$ cat src/rtl/tpu_pkg.sv
// Shared types and constants for the 4x4 systolic MAC array and its sequencer.
// Pure declarations: no latency, no flow control.
package tpu_pkg;

    localparam int ARR_DIM   = 4;
    localparam int DRAIN_CYC = 2 * ARR_DIM - 1;
    localparam int DRAIN_W   = $clog2(DRAIN_CYC);

    typedef enum logic [2:0] {
        IDLE,
        CLEAR,
        FEED,
        DRAIN,
        DONE
    } seq_state_t;

endpackage

$ cat src/rtl/systolic_seq_ctrl_skew_line.sv
// Per-lane skew delay line feeding one edge of the systolic array.
// Latency: DEPTH cycles (DEPTH=0 is a wire); hold=1 freezes the whole line.
module skew_line #(
    parameter int DATA_W = 8,
    parameter int DEPTH  = 0
) (
    input  logic              clk,
    input  logic              rst,
    input  logic              hold,
    input  logic [DATA_W-1:0] din,
    output logic [DATA_W-1:0] dout
);

    if (DEPTH == 0) begin : g_pass
        logic unused_ctl;
        assign unused_ctl = ^{clk, rst, hold};
        assign dout = din;
    end else begin : g_pipe
        logic [DEPTH-1:0][DATA_W-1:0] pipe;

        always_ff @(posedge clk or posedge rst) begin
            if (rst) begin
                pipe <= '0;
            end else if (!hold) begin
                pipe[0] <= din;
                for (int i = 1; i < DEPTH; i++) begin
                    pipe[i] <= pipe[i-1];
                end
            end
        end

        assign dout = pipe[DEPTH-1];
    end

endmodule

$ cat src/rtl/systolic_seq_ctrl.sv
// Job sequencer for the 4x4 output-stationary MAC array: clear, feed K skewed slices, drain, done.
// Latency: start->done = K+9 cycles; optional stall (SYSTOLIC_SEQ_STALL_EN) freezes FEED/DRAIN progress.
module systolic_seq_ctrl
    import tpu_pkg::*;
#(
    parameter int DATA_W = 8,
    parameter int K_MAX  = 16,
    parameter int K_W    = 5
) (
    input  logic                      clk,
    input  logic                      rst,
    input  logic                      start,
    input  logic [K_W-1:0]            k_len,
`ifdef SYSTOLIC_SEQ_STALL_EN
    input  logic                      stall,
`endif
    output logic                      busy,
    output logic                      done,
    output logic                      buf_rd_en,
    output logic [K_W-1:0]            buf_rd_addr,
    input  logic [ARR_DIM*DATA_W-1:0] a_col,
    input  logic [ARR_DIM*DATA_W-1:0] b_row,
    output logic                      arr_clr,
    output logic                      arr_en,
    output logic [ARR_DIM*DATA_W-1:0] a_west,
    output logic [ARR_DIM*DATA_W-1:0] b_north
);

    seq_state_t         state, state_nxt;
    logic [K_W-1:0]     k_q, k_nxt;
    logic [K_W-1:0]     addr_q, addr_nxt;
    logic [DRAIN_W-1:0] drain_q, drain_nxt;
    logic               vld_q;
    logic               stall_eff;
    logic [K_W-1:0]     k_clamped;

`ifdef SYSTOLIC_SEQ_STALL_EN
    assign stall_eff = stall && ((state == FEED) || (state == DRAIN));
`else
    assign stall_eff = 1'b0;
`endif

    assign k_clamped   = (k_len > K_W'(K_MAX)) ? K_W'(K_MAX) : k_len;
    assign buf_rd_addr = addr_q;

    always_ff @(posedge clk or posedge rst) begin
        if (rst) begin
            state   <= IDLE;
            k_q     <= '0;
            addr_q  <= '0;
            drain_q <= '0;
        end else begin
            state   <= state_nxt;
            k_q     <= k_nxt;
            addr_q  <= addr_nxt;
            drain_q <= drain_nxt;
        end
    end

    always_comb begin
        state_nxt = state;
        k_nxt     = k_q;
        addr_nxt  = addr_q;
        drain_nxt = drain_q;
        busy      = 1'b1;
        done      = 1'b0;
        buf_rd_en = 1'b0;
        arr_clr   = 1'b0;
        arr_en    = 1'b0;
        case (state)
            IDLE: begin
                busy = 1'b0;
                if (start) begin
                    k_nxt     = k_clamped;
                    state_nxt = CLEAR;
                end
            end
            CLEAR: begin
                arr_clr   = 1'b1;
                addr_nxt  = '0;
                drain_nxt = '0;
                state_nxt = (k_q != '0) ? FEED : DONE;
            end
            FEED: begin
                if (!stall_eff) begin
                    buf_rd_en = 1'b1;
                    arr_en    = 1'b1;
                    if (addr_q == k_q - K_W'(1)) begin
                        addr_nxt  = '0;
                        state_nxt = DRAIN;
                    end else begin
                        addr_nxt = addr_q + K_W'(1);
                    end
                end
            end
            DRAIN: begin
                // Drain until the last slice has crossed to PE(3,3).
                if (!stall_eff) begin
                    arr_en = 1'b1;
                    if (drain_q == DRAIN_W'(DRAIN_CYC - 1)) begin
                        drain_nxt = '0;
                        state_nxt = DONE;
                    end else begin
                        drain_nxt = drain_q + DRAIN_W'(1);
                    end
                end
            end
            DONE: begin
                done      = 1'b1;
                state_nxt = IDLE;
            end
            default: begin
                state_nxt = IDLE;
            end
        endcase
    end

    // Buffer data is valid the cycle after the read strobe.
    always_ff @(posedge clk or posedge rst) begin
        if (rst) begin
            vld_q <= 1'b0;
        end else if (!stall_eff) begin
            vld_q <= buf_rd_en;
        end
    end

    for (genvar r = 0; r < ARR_DIM; r++) begin : g_lane
        logic [DATA_W-1:0] a_gated;
        logic [DATA_W-1:0] b_gated;

        assign a_gated = vld_q ? a_col[r*DATA_W +: DATA_W] : '0;
        assign b_gated = vld_q ? b_row[r*DATA_W +: DATA_W] : '0;

        skew_line #(
            .DATA_W(DATA_W),
            .DEPTH (r)
        ) u_a_skew (
            .clk (clk),
            .rst (rst),
            .hold(stall_eff),
            .din (a_gated),
            .dout(a_west[r*DATA_W +: DATA_W])
        );

        skew_line #(
            .DATA_W(DATA_W),
            .DEPTH (r)
        ) u_b_skew (
            .clk (clk),
            .rst (rst),
            .hold(stall_eff),
            .din (b_gated),
            .dout(b_north[r*DATA_W +: DATA_W])
        );
    end

endmodule

$ cat config.mk
export PLATFORM = sky130hd
export DESIGN_NAME = systolic_seq_ctrl
export DESIGN_NICKNAME = d
export VERILOG_FILES = /design/src/rtl/tpu_pkg.sv /design/src/rtl/systolic_seq_ctrl_skew_line.sv /design/src/rtl/systolic_seq_ctrl.sv
export SDC_FILE = /design/constraint.sdc
export NUM_CORES = 1
export LEC_CHECK = 0
export BUFFER_PORTS_ARGS = -buffer_cell sky130_fd_sc_hd__buf_2
export CORE_MARGIN = 2
export CORE_UTILIZATION = 52
export DETAILED_ROUTE_END_ITERATION = 10
export PLACE_DENSITY = 0.83
export SETUP_SLACK_MARGIN = 0.2
export SYNTH_ARGS = -nofsm -noshare
export SYNTH_HDL_FRONTEND = slang
export SYNTH_SLANG_ARGS = --single-unit
$ cat constraint.sdc
create_clock -name clk -period 9.03 [get_ports clk]
set_input_delay 0.4515 -clock clk [delete_from_list [all_inputs] [get_ports clk]]
set_output_delay 0.4515 -clock clk [all_outputs]
set_load 0.02 [all_outputs]
Word-level counts from Yosys, hierarchy flattened
Cells that the tools add are included.
{"block": "word_totals", "reg_bits": 113, "latchBits": 0, "mem_bits_rw": 0, "mem_bits_ro": 0, "in_bits": 72, "out_inout_bits": 74, "elab_cells": 60, "memories": 0}
{"block": "classes", "n_addsub": 3, "n_mul": 0, "div_mod_pow": 0, "magnitude_cmp": 1, "eq_ne": 9, "shift": 0, "n_mux": 23, "bitwise": 0, "n_reduce_logical": 7}
{"operator": "two-way mux 8 bit", "n": 8}
{"operator": "two-way mux 3 bit", "n": 5}
{"operator": "case mux 3 bit (4 select lines)", "n": 1}
{"operator": "two-way mux 5 bit", "n": 2}
{"operator": "case mux 5 bit (2 select lines)", "n": 1}
{"operator": "equality test 3 x 2 -> 1 bit (second input constant)", "n": 2}
{"operator": "equality test 3 bit (second input constant)", "n": 2}
{"operator": "inequality test 2 bit (second input constant)", "n": 3}
{"operator": "case mux 3 bit (2 select lines)", "n": 1}
{"operator": "adder 5 x 1 -> 5 bit (second input constant)", "n": 1}
{"operator": "equality test 5 bit", "n": 1}
{"operator": "> comparator 5 bit (second input constant)", "n": 1}
{"operator": "two-way mux 1 bit", "n": 5}
{"operator": "nonzero test 5 bit", "n": 1}
{"operator": "subtractor 5 x 1 -> 5 bit (second input constant)", "n": 1}
{"operator": "nonzero test 2 bit", "n": 2}
{"operator": "adder 3 x 1 -> 3 bit (second input constant)", "n": 1}
{"operator": "equality test 3 x 1 -> 1 bit (second input constant)", "n": 1}
{"operator": "logical NOT 3 bit", "n": 1}
{"operator": "AND reduction 3 bit", "n": 1}
{"operator": "AND reduction 2 bit", "n": 1}
{"operator": "OR reduction 2 bit", "n": 1}

Logic depth before layout (Yosys ltp)
Gate-level depths: netlist of the first run.
{"block": "depth", "word_depth": 4, "depth_mapped": 7, "depth_no_buf": 7}

By module
A second synthesis of the first run with hierarchy kept.
{"block": "unflattened", "hier_cells": 439, "area_unflattened_um2": 5774.3}
{"module": "skew_line at g_lane[3].u_a_skew ...", "instances": 2, "cells_per_inst": 60, "area_per_inst_um2": 1061.0, "seq_area_each_um2": 600.6}
{"module": "systolic_seq_ctrl", "instances": 1, "cells_per_inst": 181, "area_per_inst_um2": 1435.1, "seq_area_each_um2": 425.4}
{"module": "skew_line at g_lane[2].u_a_skew ...", "instances": 2, "cells_per_inst": 43, "area_per_inst_um2": 713.2, "seq_area_each_um2": 400.4}
{"module": "skew_line at g_lane[1].u_a_skew ...", "instances": 2, "cells_per_inst": 18, "area_per_inst_um2": 335.3, "seq_area_each_um2": 200.2}
{"module": "skew_line at g_lane[0].u_a_skew ...", "instances": 2, "cells_per_inst": 8, "area_per_inst_um2": 60.1, "seq_area_each_um2": 0.0}

Worst setup path after synthesis of the first run
OpenSTA, ideal clock, no wires.
{"block": "synth_timing", "kind": "register -> register", "startpoint": "reg k_q[0]", "endpoint": "reg addr_q[1] (netlist: buf_rd_addr[1])", "setup_ns": 0.122, "t_arrival_ns": 1.775, "t_required_ns": 8.908, "slack_ns": 7.133, "stages_incl_launch_ff": 7, "path_buffers": 0, "synth_period_minus_slack_ns": 1.897, "path_cell_list": "dfrtp_1 > inv_1 > ha_1 > nor2b_1 > or3_1 > a311o_1 > a32o_1"}
{"block": "synth_via", "elab_chain_cells": 4}
{"item": "from (decl)", "line_no": "systolic_seq_ctrl.sv:30", "source": "logic [K_W-1:0] k_q, k_nxt;"}
{"item": "from (signal assigned)", "line_no": "systolic_seq_ctrl.sv:54", "source": "k_q <= k_nxt;"}
{"item": "subtractor 5 x 1 -> 5 bit", "line_no": "systolic_seq_ctrl.sv:88", "source": "if (addr_q == k_q - K_W'(1)) begin"}
{"item": "equality test 5 bit", "line_no": "systolic_seq_ctrl.sv:88"}
{"item": "two-way mux 5 bit", "line_no": "systolic_seq_ctrl.sv:88"}
{"item": "case mux 5 bit (2 select lines)", "line_no": "systolic_seq_ctrl.sv:70", "source": "case (state)"}
{"item": "to (signal assigned)", "line_no": "systolic_seq_ctrl.sv:55", "source": "addr_q <= addr_nxt;"}
{"item": "to (decl)", "line_no": "systolic_seq_ctrl.sv:31", "source": "logic [K_W-1:0] addr_q, addr_nxt;"}
No other way between the ends.
A chain may end at the register's enable or synchronous reset.

Worst setup path after layout of the first run
{"block": "layout_timing", "startpoint": "reg state[1]", "endpoint": "out buf_rd_en"}
{"block": "layout_via", "elab_chain_cells": 2}
{"item": "from (decl)", "line_no": "systolic_seq_ctrl.sv:29", "source": "seq_state_t state, state_nxt;"}
{"item": "from (signal assigned)", "line_no": "systolic_seq_ctrl.sv:53", "source": "state <= state_nxt;"}
{"item": "equality test 3 x 2 -> 1 bit", "line_no": "systolic_seq_ctrl.sv:70"}
{"item": "two-way mux 1 bit", "line_no": "systolic_seq_ctrl.sv:70"}
{"item": "to (decl)", "line_no": "systolic_seq_ctrl.sv:19", "source": "output logic buf_rd_en,"}
No other way between the ends.

==> results of run 1 <==
==> where the power goes <==
group	switching [uW]	internal, uW	leakage (uW)	total [uW]
combinational	250	161	0.00105	410
sequential	67.9	625	0.00151	693
clock	215	496	0.000311	712
==> cells by family (layout without fill, tap and decap cells) <==
kind of cell / after synthesis / after routing / synth area share [%]
buf+inv: 47 / 187 / 7.43
mux: 2 / 2 / 0.533
compound gates: 21 / 21 / 3.57
simple gates: 104 / 104 / 15.5
flops: 113 / 113 / 70.8
fa+ha+maj: 2 / 2 / 0.627
xor+xnor: 7 / 7 / 1.54
==> how the worst max path moves through the flow <==
stage / start / endpoint / slack (ns)
global placement: k_q[0]$_DFFE_PP0P_ / buf_rd_addr[1]$_DFFE_PP0P_ / 7.08
global route: vld_q$_DFF_PP0_ / a_west[0] / 6.62
finish: state[1]$_DFFE_PP0P_ / buf_rd_en / 6.78
floorplan: rst / buf_rd_addr[0]$_DFFE_PP0P_ / 5.59
CTS: vld_q$_DFF_PP0_ / a_west[0] / 6.76
detailed placement: k_q[0]$_DFFE_PP0P_ / buf_rd_addr[2]$_DFFE_PP0P_ / 6.98
==> metal layers <==
metal  vias to the layer above  share of wire, %
met4                         0               1.2
li1                       1166                 -
met5                         -                 0
met3                         7               7.7
met2                       115                55
met1                      1194                36
==> placed cells by master (no fill, tap or decap), types with 2 or more instances in the layout <==
| cell type | synthesis | final |
|---|---|---|
| nor2_1 | 2 | 2 |
| xor2_1 | 4 | 4 |
| dfrtp_1 | 113 | 113 |
| nand2_1 | 13 | 13 |
| clkinvlp_4 | 0 | 2 |
| nand2b_1 | 9 | 9 |
| inv_1 | 7 | 6 |
| ha_1 | 2 | 2 |
| nor3_1 | 3 | 3 |
| o211ai_1 | 3 | 3 |
| o21ai_0 | 9 | 9 |
| buf_2 | 0 | 145 |
| nor2b_1 | 4 | 4 |
| clkbuf_1 | 8 | 2 |
| buf_4 | 32 | 2 |
| and2_1 | 64 | 64 |
| nor3b_1 | 2 | 2 |
| clkinv_2 | 0 | 3 |
| clkbuf_8 | 0 | 4 |
| xnor2_1 | 3 | 3 |
| nand3_1 | 4 | 4 |
| bufinv_16 | 0 | 5 |
| a22o_1 | 2 | 2 |
| a31oi_1 | 2 | 2 |
| clkbuf_16 | 0 | 16 |
==> critical path: stages (launching register included) <==
cell and delay, ns:
dfrtp_1 0.54, nor2b_1 0.24, nand2b_1 0.13, inv_1 0.19
buf_2 0.20
==> through the flow <==
step	hold WS, ns	instances	total power [uW]	setup slack [ns]	utilization, %
6_report	0.164	535	1820	6.78	71.5
5_1_grt	0.138	535	1920	6.62	71.5
4_1_cts	0.136	535	1840	6.76	71.5
3_5_place_dp	0.335	502	1110	6.98	62.6
3_3_place_gp	0.332	502	1090	7.08	62.6
2_1_floorplan	0.331	296	1010	5.59	-
==> area by class of cell <==
type / instances / area share [%]
clock buffer: 22 / 8.83
timing repair buffer: 148 / 14.3
inverter: 7 / 0.549
multi-input combinational: 136 / 16.5
clock inverter: 10 / 3.44
tap: 99 / 2.36
sequential: 113 / 54.0
==> flip-flops by register name, summed over array words and instances, names as in the netlist <==
| signal | flops |
|---|---|
| buf_rd_addr | 5 |
| drain_q | 3 |
| g_lane.u_a_skew.dout | 24 |
| g_lane.u_a_skew.g_pipe.pipe | 24 |
| g_lane.u_b_skew.dout | 24 |
| g_lane.u_b_skew.g_pipe.pipe | 24 |
| k_q | 5 |
| state | 3 |
| vld_q | 1 |
==> flow_summary_export.csv, run 1 <==
group,metric,value,unit
logic_synthesis,synth_top_flop_cell,"dfrtp_1",
sta,layout_min_cycle_time,2.25,ns
logic_synthesis,synth_edf_count,0,
final_layout,layout-drive-gt1-share,41.5,%
sta,timing.fmax,444,MHz
sta,tns,0,ns
final_layout,syn2layout_area_growth,31.3,%
cts,clkTransAtPathRegs,0.05,ns
routing,drt_iter0_drc,78,
routing,drt_wl_total,7.38,mm
cts,clk_path_buf_depth,2,
routing,drcViolationCount,0,
setup_path,crit_type,"flip-flop to output pin",
global_routing,grt_max_degree,87,
setup_path,endpoint_kind,"output pin",
setup_path,rr_worst_depth,7,
cts,cts_tree,"yes",
logic_synthesis,synth.largest_area_cell,"dfrtp_1",
logic_synthesis,netlist_instances,296,
floorplan,die-area,0.00839,mm2
sta,hold_violations,0,
routing,routed_via_density,4.64,
placement,placed_area,0.00459,mm2
sta,fin_worst_skew,0.0107,ns
hold_path,hold_path.class,"primary input to flip-flop",
sta,period_share,24.9,%
hold_path,min_to,"g_lane[1].u_a_skew.dout[5]$_DFF_PP0_",
cts,insertion_delay,0.50,ns
logic_synthesis,synthTopCellsByArea,"dfrtp_1 (71%), and2_1 (10%), buf_4 (6.0%)",
run_status,status,"finished clean",
final_layout,nets,497,
sta,slew_viol_final,0,
routing,ant_nets,0,
cts,root_buffer,"clkbuf_8",
sta,maxSlewHeadroom,33.4,%
cts,cts_buffers,17,
logic_synthesis,seq_area_frac_synth,70.8,%
logic_synthesis,yosys_warnings,0,
cts,post_cts_buffers,0,
routing,wl_per_cell,13.8,um
job,max_cap_viol_count,0,
global_routing,grt_pass1_vias,2609,
cts,htreeDepth,4,
logic_synthesis,syn_nets,370,
cts,cts_hold_buf,1,
cts,ctsResizeCount,0,
sta,rsz0062_at_grt,"no",
setup_path,required,8.58,ns
placement,gp_congestion,0.904,
hold_path,hold_start,"a_col[13]",
logic_synthesis,syn_area_per_cell,13.5,um2
power_and_ir_drop,powerDensity,346,mW/mm2
floorplan,core,0.00733,mm2
logic_synthesis,async_flop_share,100,%
logic_synthesis,synth_cell_types,29,
setup_path,worst_r2r_startpoint,"k_q[0]$_DFFE_PP0P_",
setup_path,rrSetupSlack,6.98,ns
placement,port_buffers,145,
floorplan,die_x,91.6,um
setup_path,worstPathArrival,1.80,ns
placement,hpwl,4.92,mm
global_routing,antenna_found_initial,0,
global_routing,gr-usage-met3,8.63,%
power_and_ir_drop,ir_drop,170,uV
cts,clock-sinks,113,
logic_synthesis,synth_most_common_cell,"dfrtp_1",
logic_synthesis,netlist_area,0.00399,mm2
floorplan,io-pin-count,146,
global_routing,grt-ovfl-total,0,
final_layout,antenna_cells,0,
global_routing,grt.busiest_layer,"met2",
hold_path,worstHoldPathCells,2,
global_routing,grt_pass1_wl,12.3,mm
final_layout,fillCellCount,503,
floorplan,die_y,91.6,um
final_layout,seqCellArea,0.00283,mm2
final_layout,multiInputGateArea,867,um2
logic_synthesis,synth_common_cells,"dfrtp_1 (113), and2_1 (64), buf_4 (32), nand2_1 (13)",
final_layout,fin_area,0.00524,mm2
logic_synthesis,synth_top_area_share,70.8,%
logic_synthesis,ys_seq_elements,113,
setup_path,cp_max_fo,11,
floorplan,start_util,54.4,%
setup_path,cp-start-kind,"flip-flop",
floorplan,std_cell_rows,31,
power_and_ir_drop,p_leak,0.00287,uW
global_routing,gr-usage-met2,34.6,%
setup_path,r2r-end,"buf_rd_addr[2]$_DFFE_PP0P_",
routing,vias,2482,
global_routing,grtUsageTotal,19.7,%
global_routing,gr-usage-met1,20.7,%
sta,setup-violations-final,0,
routing,dr.pass1.iters,4,
sta,worst_slew_pin_slew,0.999,ns
Power figures use the tool's default switching activity.
==> inputs of run 2 (changes only) <==
CORE_UTILIZATION = 49   (was 52)
PLACE_DENSITY = 0.79   (was 0.83)
clock period = 2.3 ns   (was 9.03 ns; I/O delays follow)
==> flow_summary_export.csv, run 2 (synthesis gave the netlist of run 1 again) <==
group,metric,value,unit
final_layout,nets,556,
setup_path,slowest_delay,0.39,ns
power_and_ir_drop,intPower,5000,uW
power_and_ir_drop,powerDensity,1230,mW/mm2
cts,cts_tree,"yes",
routing,drt_wl_total,8.47,mm
floorplan,io-pin-count,146,
power_and_ir_drop,p_seq_share,38.3,%
routing,vias,2765,
power_and_ir_drop,comb_power_share,24.4,%
sta,fin_worst_skew,0.0130,ns
power_and_ir_drop,ir_drop,659,uV
global_routing,grt_max_degree,114,
sta,hold_violations,0,
setup_path,worstPathArrival,2.34,ns
final_layout,final_core_util,74.5,%
floorplan,die-area,0.00888,mm2
sta,layout_min_cycle_time,1.97,ns
final_layout,layout-drive-gt1-share,37.2,%
floorplan,die_x,94.3,um
job,max_cap_viol_count,0,
global_routing,antenna_found_initial,0,
sta,timing.fmax,507,MHz
cts,insertion_delay,0.50,ns
placement,dp_worst_setup_slack,0.269,ns
hold_path,hold_path.class,"primary input to flip-flop",
final_layout,final_common_cell,"buf_2",
placement,port_buffers,145,
placement,gp_congestion,0.852,
routing,routed_via_density,4.64,
setup_path,crit_type,"flip-flop to flip-flop",
setup_path,cp_max_fo,7,
final_layout,layout_common_cells,"buf_2 (145), dfrtp_1 (113), and2_1 (64), dlygate4sd3_1 (58), clkbuf_16 (16)",
routing,drt_iter0_drc,132,
placement,place_inst,506,
floorplan,start_util,51.1,%
final_layout,antenna_cells,0,
run_status,status,"finished clean",
sta,rsz0062_at_grt,"no",
floorplan,die_y,94.3,um
power_and_ir_drop,switching_share,30.0,%
setup_path,cp-start-kind,"flip-flop",
setup_path,slowest_stage,"dfrtp_1",
cts,cts_buffers,17,
global_routing,grt_pass1_vias,2917,
routing,drcViolationCount,0,
routing,wl_per_cell,14.2,um
final_layout,fin_cells,596,
sta,slew_viol_final,0,
placement,hpwl,4.81,mm
global_routing,grt-ovfl-total,0,
routing,ant_nets,0,
cts,clkTransAtPathRegs,0.05,ns
global_routing,grt_pass1_wl,13.5,mm
cts,clock-sinks,113,
setup_path,required,2.67,ns
routing,dr.pass1.iters,4,
final_layout,syn2layout_area_growth,45.8,%
sta,setup_ws,0.326,ns
power_and_ir_drop,p_sw,2140,uW
cts,htreeDepth,4,
floorplan,std_cell_rows,32,
sta,tns,0,ns
cts,clk_path_buf_depth,2,
sta,worst_slew_pin_slew,0.566,ns
sta,maxSlewHeadroom,62.3,%
cts,root_buffer,"clkbuf_8",
global_routing,grtUsageTotal,20.5,%
sta,holdWs,0.0961,ns
setup_path,endpoint_kind,"flip-flop",
sta,period_share,85.8,%
setup_path,crit_chain,"inv_1 > ha_1 > nor2b_1 > or3_1 > a311o_2 > a31oi_1 > mux2i_1",
power_and_ir_drop,p_leak,0.00311,uW
floorplan,core,0.00781,mm2
sta,setup-violations-final,0,
power_and_ir_drop,clkPwrFrac,37.4,%
==> run 2: power groups by stage <==
stage | Combinational (uW) | Sequential [uW] | Clock (uW)
after floorplan | 1210 | 2760 | 0
after detailed placement | 1630 | 2750 | 0
after CTS | 1730 | 2730 | 2720
after global placement | 1580 | 2720 | 0
final | 1740 | 2730 | 2670
after global routing | 1910 | 2790 | 2820
==> run 2: stage by stage <==
stage	area, um2	total power (uW)
after floorplan	4000	3970
after global placement	4610	4310
after detailed placement	4610	4380
after CTS	5810	7180
after global routing	5820	7520
final	5820	7140
==> run 2: worst max-delay path: cells and delay by family, from the launching register on <==
kind / cells / cell delay (ns)
AND/OR/NAND/NOR: 2 / 0.49
adder cells (fa/ha/maj): 1 / 0.23
multiplexers: 1 / 0.10
buffers and inverters: 1 / 0.06
AO/OA/AOI/OAI: 2 / 0.58
flip-flops: 1 / 0.39
==> run 2: cell type report <==
type / instances / area (um2)
Sequential cell: 113 / 2830
Tap cell: 102 / 128
Multi-Input combinational cell: 136 / 868
Inverter: 7 / 30.0
Fill cell: 480 / 1990
Clock buffer: 21 / 459
Clock inverter: 10 / 156
Timing Repair Buffer: 207 / 1350
==> run 2: timing repair <==
action	4_1_cts	5_1_grt
setup endpoints to repair	0	5
endpoints found under the hold margin	166	0
buffers inserted	0	1
gates resized for setup	0	1
hold buffers	58	0
==> run 2: routing by layer <==
| layer | track usage, % | vias up | wire [um] |
|---|---|---|---|
| li1 | - | 1292 | - |
| met5 | 0 | - | 0 |
| met2 | 36.8 | 139 | 4670 |
| met3 | 6.26 | 21 | 526 |
| met1 | 22.2 | 1313 | 3100 |
| met4 | 8.94 | 0 | 178 |
==> run 2: worst paths after layout <==
kind,from,to,slack (ns),cells after the start
setup / recovery,k_q[0]$_DFFE_PP0P_,buf_rd_addr[2]$_DFFE_PP0P_,0.33,7
hold / removal,start,state[0]$_DFFE_PP0P_,0.1,3
setup reg to reg,k_q[0]$_DFFE_PP0P_,buf_rd_addr[2]$_DFFE_PP0P_,0.33,7
hold reg to reg,g_lane[3].u_a_skew.g_pipe.pipe[1]$_DFF_PP0_,g_lane[3].u_a_skew.g_pipe.pipe[9]$_DFF_PP0_,0.34,0
max in group asynchronous,rst,k_q[1]$_DFFE_PP0P_,1.52,4
min in group asynchronous,rst,g_lane[2].u_a_skew.dout[5]$_DFF_PP0_,0.34,4
==> inputs of run 3 (changes only) <==
SETUP_SLACK_MARGIN = 0.5   (was 0.2)
==> flow_summary_export.csv, run 3 (synthesis gave the netlist of run 1 again) <==
group,metric,value,unit
floorplan,start_util,51.1,%
power_and_ir_drop,ir_drop,824,uV
setup_path,crit_type,"flip-flop to flip-flop",
placement,gp_congestion,0.834,
setup_path,endpoint_kind,"flip-flop",
hold_path,hold_start,"start",
routing,drt_wl_total,8.55,mm
placement,hpwl,4.80,mm
sta,layout_min_cycle_time,1.79,ns
setup_path,crit_chain,"inv_2 > ha_4 > nor2b_4 > or3_1 > a311o_2 > a31oi_1 > mux2i_1",
sta,fin_worst_skew,0.00935,ns
final_layout,antenna_cells,0,
sta,period_share,77.9,%
floorplan,die-area,0.00888,mm2
cts,clk_path_buf_depth,2,
routing,drt_iter0_drc,70,
routing,wl_per_cell,14.2,um
final_layout,nets,560,
sta,setup-violations-final,0,
floorplan,std_cell_rows,32,
floorplan,die_x,94.3,um
setup_path,cp-start-kind,"flip-flop",
setup_path,worst_r2r_startpoint,"k_q[1]$_DFFE_PP0P_",
sta,slew_viol_final,0,
placement,port_buffers,145,
global_routing,antenna_found_initial,0,
hold_path,hold_path.class,"primary input to flip-flop",
sta,hold_violations,0,
global_routing,grt-ovfl-total,0,
floorplan,io-pin-count,146,
cts,htreeDepth,4,
routing,dr.pass1.iters,4,
setup_path,cp_num_buf_inv,1,
routing,drcViolationCount,0,
setup_path,worstSetupStartpoint,"k_q[1]$_DFFE_PP0P_",
power_and_ir_drop,powerDensity,1250,mW/mm2
cts,root_buffer,"clkbuf_8",
global_routing,grtUsageTotal,20.7,%
sta,setup_ws,0.509,ns
final_layout,layout_common_cells,"buf_2 (145), dfrtp_1 (111), and2_1 (64), dlygate4sd3_1 (58), clkbuf_16 (16)",
cts,clkTransAtPathRegs,0.06,ns
setup_path,slowest_delay,0.38,ns
power_and_ir_drop,p_leak,0.00314,uW
cts,clock-sinks,113,
cts,cts_tree,"yes",
job,max_cap_viol_count,0,
sta,maxSlewHeadroom,61.7,%
setup_path,critical-path-top-delay-family,"compound AO/OA/AOI/OAI gates",
global_routing,grt_max_degree,114,
setup_path,required,2.67,ns
final_layout,layout-drive-gt1-share,39.0,%
setup_path,worstPathArrival,2.16,ns
cts,insertion_delay,0.50,ns
final_layout,final_common_cell,"buf_2",
sta,rsz0062_at_grt,"yes",
routing,vias,2734,
routing,ant_nets,0,
final_layout,syn2layout_area_growth,47.6,%
setup_path,rrSetupSlack,0.51,ns
sta,tns,0,ns
global_routing,grt_pass1_wl,13.7,mm
floorplan,die_y,94.3,um
global_routing,grt_pass1_vias,3029,
sta,worst_slew_pin_slew,0.575,ns
sta,timing.fmax,558,MHz
setup_path,slowest_stage,"dfrtp_1",
floorplan,core,0.00781,mm2
run_status,status,"finished clean",
cts,cts_buffers,17,
setup_path,cp_max_fo,6,
routing,routed_via_density,4.56,
placement,dp_worst_setup_slack,0.394,ns
## run 3: cell count changes in the layout (fill, tap and decap cells not counted), sizes merged
cell / change
bufinv: +1
buf: +4
clkinv: -1
## run 3: metrics by stage
| stage | hold slack [ns] | instances | total power [uW] | util, % | area, um2 |
|---|---|---|---|---|---|
| 2_1_floorplan | 0.249 | 296 | 3970 | - | 4000 |
| 3_3_place_gp | 0.317 | 506 | 4300 | 59.1 | 4610 |
| 3_5_place_dp | 0.329 | 506 | 4380 | 59.1 | 4610 |
| 4_1_cts | 0.0498 | 598 | 7340 | 75.2 | 5870 |
| 5_1_grt | 0.124 | 600 | 7710 | 75.5 | 5890 |
| 6_report | 0.0814 | 600 | 7340 | 75.5 | 5890 |
## run 3: repair_timing
item,in CTS,in global routing
pin swaps,3,4
hold buffers,58,0
resized for setup,10,3
setup endpoints to repair,12,8
hold endpoints to repair,166,0
buffers inserted,3,2
## run 3: worst register-to-register path, stage by stage, from the launching register on
cell     delay, ns
dfrtp_1       0.38
inv_2         0.06
ha_4          0.16
nor2b_4       0.12
or3_1         0.31
a311o_2       0.38
a31oi_1       0.15
mux2i_1       0.10
## run 3: metal layers
metal	vias up	GRT usage, %	share of wire (%)
met5	-	0	0
met4	0	8.82	1.7
met3	14	6.58	5.5
met2	112	38.3	55
met1	1315	21.4	38
li1	1293	-	-
## run 3: cell type report
type	count	area, um2
Tap cell	102	128
Inverter	7	30.0
Clock buffer	21	449
Multi-Input combinational cell	136	888
Clock inverter	10	181
Fill cell	473	1910
Sequential cell	113	2830
Timing Repair Buffer	211	1390
## run 3: power by group
part / internal [uW] / total (uW) / switching (uW)
clock network: 1920 / 2770 / 855
registers: 2460 / 2730 / 266
logic: 789 / 1840 / 1060
## run 3: final timing paths
| path | endpoint | cells past startpoint |
|---|---|---|
| min in group asynchronous | g_lane[2].u_a_skew.g_pipe.pipe[3]$_DFF_PP0_ | 4 |
| max in group asynchronous | vld_q$_DFF_PP0_ | 4 |
| max | buf_rd_addr[2]$_DFFE_PP0P_ | 7 |
| min reg2reg | g_lane[3].u_b_skew.dout[4]$_DFF_PP0_ | 0 |
| max reg2reg | buf_rd_addr[2]$_DFFE_PP0P_ | 7 |
| min | state[0]$_DFFE_PP0P_ | 3 |
